--- src/rtl/controlador_carga.sv ---
// Boot-time copy sequencer: moves a program image from a synchronous-read source
// into instruction memory, two cycles per word, stalling the CPU until done pulses.
module controlador_carga #(
    parameter int ADDR_W = 10,
    parameter int DATA_W = 32
) (
    input  logic              clock,
    input  logic              reset,
    input  logic              start,
    input  logic [ADDR_W-1:0] src_base,
    input  logic [ADDR_W-1:0] dst_base,
    input  logic [ADDR_W:0]   num_words,
    input  logic              abort,
    output logic [ADDR_W-1:0] src_addr,
    input  logic [DATA_W-1:0] src_data,
    output logic [ADDR_W-1:0] mem_addr,
    output logic [DATA_W-1:0] mem_data,
    output logic              mem_we,
    output logic              busy,
    output logic              stall_cpu,
    output logic              done,
    output logic [ADDR_W:0]   words_copied
);

    typedef enum logic [1:0] {
        IDLE  = 2'd0,
        READ  = 2'd1,
        WRITE = 2'd2,
        FIN   = 2'd3
    } state_t;

    state_t              state_q, state_d;
    logic [ADDR_W-1:0]   src_base_q, src_base_d;
    logic [ADDR_W-1:0]   dst_base_q, dst_base_d;
    logic [ADDR_W:0]     num_words_q, num_words_d;
    logic [ADDR_W:0]     idx_q, idx_d;
    logic [ADDR_W:0]     words_copied_q, words_copied_d;
    logic [ADDR_W-1:0]   src_addr_q, src_addr_d;
    logic [ADDR_W-1:0]   mem_addr_q, mem_addr_d;
    logic [DATA_W-1:0]   mem_data_q, mem_data_d;

    logic [ADDR_W-1:0]   idx_lo;
    logic [ADDR_W-1:0]   rd_addr;
    logic [ADDR_W-1:0]   wr_addr;
    logic [ADDR_W:0]     idx_inc;

    // Address sums drop the carry so both sides wrap modulo 2^ADDR_W.
    always_comb begin
        idx_lo  = idx_q[ADDR_W-1:0];
        rd_addr = src_base_q + idx_lo;
        wr_addr = dst_base_q + idx_lo;
        idx_inc = idx_q + {{ADDR_W{1'b0}}, 1'b1};
    end

    always_comb begin
        state_d        = state_q;
        src_base_d     = src_base_q;
        dst_base_d     = dst_base_q;
        num_words_d    = num_words_q;
        idx_d          = idx_q;
        words_copied_d = words_copied_q;
        src_addr_d     = src_addr_q;
        mem_addr_d     = mem_addr_q;
        mem_data_d     = mem_data_q;

        case (state_q)
            IDLE: begin
                if (start) begin
                    src_base_d     = src_base;
                    dst_base_d     = dst_base;
                    num_words_d    = num_words;
                    idx_d          = '0;
                    words_copied_d = '0;
                    state_d        = (num_words == '0) ? FIN : READ;
                end
            end
            READ: begin
                src_addr_d = rd_addr;
                state_d    = abort ? IDLE : WRITE;
            end
            WRITE: begin
                // The write on the bus this cycle always lands, even when aborting.
                mem_addr_d     = wr_addr;
                mem_data_d     = src_data;
                idx_d          = idx_inc;
                words_copied_d = words_copied_q + {{ADDR_W{1'b0}}, 1'b1};
                if (abort) begin
                    state_d = IDLE;
                end else if (idx_inc == num_words_q) begin
                    state_d = FIN;
                end else begin
                    state_d = READ;
                end
            end
            FIN: begin
                state_d = IDLE;
            end
            default: begin
                state_d = IDLE;
            end
        endcase
    end

    always_ff @(posedge clock) begin
        if (reset) begin
            state_q        <= IDLE;
            src_base_q     <= '0;
            dst_base_q     <= '0;
            num_words_q    <= '0;
            idx_q          <= '0;
            words_copied_q <= '0;
            src_addr_q     <= '0;
            mem_addr_q     <= '0;
            mem_data_q     <= '0;
        end else begin
            state_q        <= state_d;
            src_base_q     <= src_base_d;
            dst_base_q     <= dst_base_d;
            num_words_q    <= num_words_d;
            idx_q          <= idx_d;
            words_copied_q <= words_copied_d;
            src_addr_q     <= src_addr_d;
            mem_addr_q     <= mem_addr_d;
            mem_data_q     <= mem_data_d;
        end
    end

    // Buses show the live value in their active state and hold the last one elsewhere.
    always_comb begin
        src_addr     = (state_q == READ)  ? rd_addr  : src_addr_q;
        mem_addr     = (state_q == WRITE) ? wr_addr  : mem_addr_q;
        mem_data     = (state_q == WRITE) ? src_data : mem_data_q;
        mem_we       = (state_q == WRITE);
        busy         = (state_q != IDLE);
        stall_cpu    = busy;
        done         = (state_q == FIN);
        words_copied = words_copied_q;
    end

endmodule
--- config.mk ---
export PLATFORM = sky130hd
export DESIGN_NAME = controlador_carga
export DESIGN_NICKNAME = d
export VERILOG_FILES = /design/src/rtl/controlador_carga.sv
export SDC_FILE = /design/constraint.sdc
export NUM_CORES = 1
export LEC_CHECK = 0
export CORE_ASPECT_RATIO = 0.75
export CORE_MARGIN = 8
export CORE_UTILIZATION = 43
export DETAILED_ROUTE_END_ITERATION = 16
export GPL_TIMING_DRIVEN = 0
export PLACE_DENSITY = 0.73
export SYNTH_ARGS = -nofsm -noshare
export SYNTH_HDL_FRONTEND = slang
export SYNTH_SLANG_ARGS = --single-unit
--- constraint.sdc ---
create_clock -name clock -period 3 [get_ports clock]
set_input_delay 0.75 -clock clock [delete_from_list [all_inputs] [get_ports clock]]
set_output_delay 0.75 -clock clock [all_outputs]
set_load 0.005 [all_outputs]
==> impl_metrics.tcl <==
set metrics [dict create \
    ir_worst_vdd_mv 0.291 \
    multiInputGateArea_sq_um 3300 \
    synth.net_count 798 \
    setup_ws_ns -0.154 \
    htree_levels 3 \
    slew_headroom_pct 56.2 \
    rr_worst_depth 16 \
    ys_seq_area_share_pct 39.6 \
    gp_congestion 0.945 \
    yosysTopAreaCell "dfxtp_1" \
    drt-total-wl_mm 18.0 \
    cts_tree "done" \
    ff_latch_area_sq_um 2160 \
    syn_to_final_growth_pct 44.4 \
    worstMarginPinSlew_ns 0.658 \
    outcome "complete, but fails checks" \
    die_area_sq_um 16500 \
    wl_per_cell_um 17.0 \
    finalNetCount 974 \
    final_layout_size_suffix_gt1_share_pct 15.8 \
    max_freq_mhz 317 \
    yosys.area.top_type_share_pct 39.6 \
    required_ns 2.25 \
    arrival_ns 2.40 \
    violations "setup timing" \
    cts.path.max_buffers 2 \
    grtUsageMet3_pct 5.78 \
    setup_viol 9 \
    cellLeakagePower_nw 3.31 \
    finalCritPeriodShare_pct 105 \
    die_y_um 113 \
    clk_pin_slew_ns 0.07 \
    power_density_nw_per_um2 404 \
    syn_avg_cell_area_sq_um 7.63 \
    final_common_cell "nand2_1" \
    holdCritPathClass "reg2reg" \
    use_met1_pct 27.0 \
    ant_nets 0 \
    maxCapViolCount 0 \
    start_util_pct 44.1 \
    async_flop_share_pct 0 \
    nFillCells 1059 \
    vias 5658 \
    period_needed_ns 3.15 \
    met2_usage_pct 34.4 \
    vias_per_cell 5.36 \
    finalClockSkew_ns 0.00629 \
    row_count 35 \
    core_sq_um 12300 \
    end_kind "primary output" \
    power_w 0.00315 \
    final_max_slew_viol_count 0 \
    crit_fanout 3 \
    grt_busiest_layer "met2" \
    antenna_found_initial 0 \
    cts.sinks 107 \
    final_cell_mix "nand2_1, clkdlybuf4s50_1, dfxtp_1, a21oi_1, nor2_1" \
    drt_iter0_drc 425 \
    utilization_pct 63.7 \
    cp-start-kind "flip-flop" \
    r2r_slack_ns 0.16 \
    synth_area_sq_um 5410 \
    drt_first_pass_iters 5 \
    track_usage_pct 21.4 \
    antennaDiodeCount 0 \
    grt_max_degree 18 \
    portBuffers 132 \
    grt_pass1_wl_mm 28.8 \
    numCtsBuffers 9 \
    postSynthCellCount 709 \
    hold_viol_final 0 \
    synth_seq_cells 107 \
    rsz0062_at_grt "true" \
    grt-ovfl-total 0 \
    yosys_warnings 0 \
    drc 0 \
    root_buffer "clkbuf_16" \
    netlist_top_cells_area "dfxtp_1, nand2_1, a21oi_1" \
    die_w_um 146 \
    ys.flop_type "dfxtp_1" \
    io-pin-count 134 \
    yosys.cell_types.count 55 \
    crit_type "reg2out" \
    grt_pass1_vias 5649 \
    worstHoldPathCells 2 \
    clk_latency_ns 0.35 \
    hpwl_mm 13.2 \
    synth_edf_count 0 \
]
[logic make-up (layout without fill, tap and decap cells)]
kind of cell | after synthesis | count (layout) | share of synthesized area [%]
simple gates | 338 | 338 | 27.9
compound gates | 158 | 158 | 16.8
flops | 107 | 107 | 39.6
buf+inv | 47 | 228 | 3.86
xor+xnor | 23 | 23 | 3.72
fa+ha+maj | 22 | 22 | 5.37
mux | 14 | 14 | 2.80
[cell type report]
cell class / instances / area share [%]
buffer: 42 / 3.07
clock buffer: 10 / 2.93
clock inverter: 6 / 1.12
inverter: 5 / 0.272
multi-input combinational: 555 / 42.2
sequential: 107 / 27.7
tap: 166 / 2.66
timing repair buffer: 165 / 20.0
[what timing repair did]
item / in CTS / in global routing
endpoints found under the setup margin: 53 / 49
hold buffers: 0 / 0
pin swaps: 19 / 23
buffers inserted: 25 / 9
gates cloned: 0 / 0
resized for setup: 104 / 46
[final timing paths]
path / startpoint / endpoint
setup / recovery: idx_q[0] / mem_addr[4]
hold / removal: mem_data_q[26] / mem_data_q[26]
setup reg to reg: idx_q[0] / mem_addr_q[8]
hold reg to reg: mem_data_q[26] / mem_data_q[26]
[cell usage after synthesis, types with 6 or more instances]
cell	n
ha_1	20
nand2_1	203
nor3b_1	7
a21oi_1	99
o21ai_0	20
nor2_1	44
nor3_1	15
nor2b_1	8
buf_2	11
clkbuf_1	27
nand2b_1	6
mux2_2	9
nand3_1	18
dfxtp_1	107
xor2_1	7
xnor2_1	16
a21o_1	9
[state kept, by name, summed over array words and instances, names as in the netlist]
name and cells:
dst_base_q 10, idx_q 11, mem_addr_q 10, mem_data_q 32, num_words_q 11, src_addr_q 10, src_base_q 10, state_q 2
words_copied 11
[layer usage]
metal / vias up / part of all wire (%)
met4: 0 / 2.5
met5: - / 0
li1: 2779 / -
met3: 37 / 7.2
met2: 225 / 45
met1: 2617 / 46
[critical path: stages, from the launching register on]
cell     delay [ns]
dfxtp_4        0.38
ha_4           0.17
fa_2           0.34
a21o_1         0.19
a21o_1         0.20
buf_4          0.15
buf_6          0.11
xnor2_2        0.12
mux2_4         0.28
buf_6          0.12
[per-stage QoR]
step | area [sq um] | cells | TNS (ns) | worst slack, ns | hold slack (ns)
global route | 7810 | 1056 | -1.43 | -0.225 | 0.488
floorplan | 5410 | 709 | 0 | 0.344 | 0.441
finish | 7810 | 1056 | -0.557 | -0.154 | 0.463
detailed placement | 6940 | 1007 | -3.18 | -0.526 | 0.459
global placement | 6940 | 1007 | -3.10 | -0.495 | 0.451
CTS | 7650 | 1048 | -0.532 | -0.169 | 0.469
[report_power, final]
group          internal (W)  switching (W)
sequential          0.00145      0.0000277
combinational      0.000200       0.000196
clock              0.000734       0.000543
No activity file was read; power rests on OpenSTA's default activity.
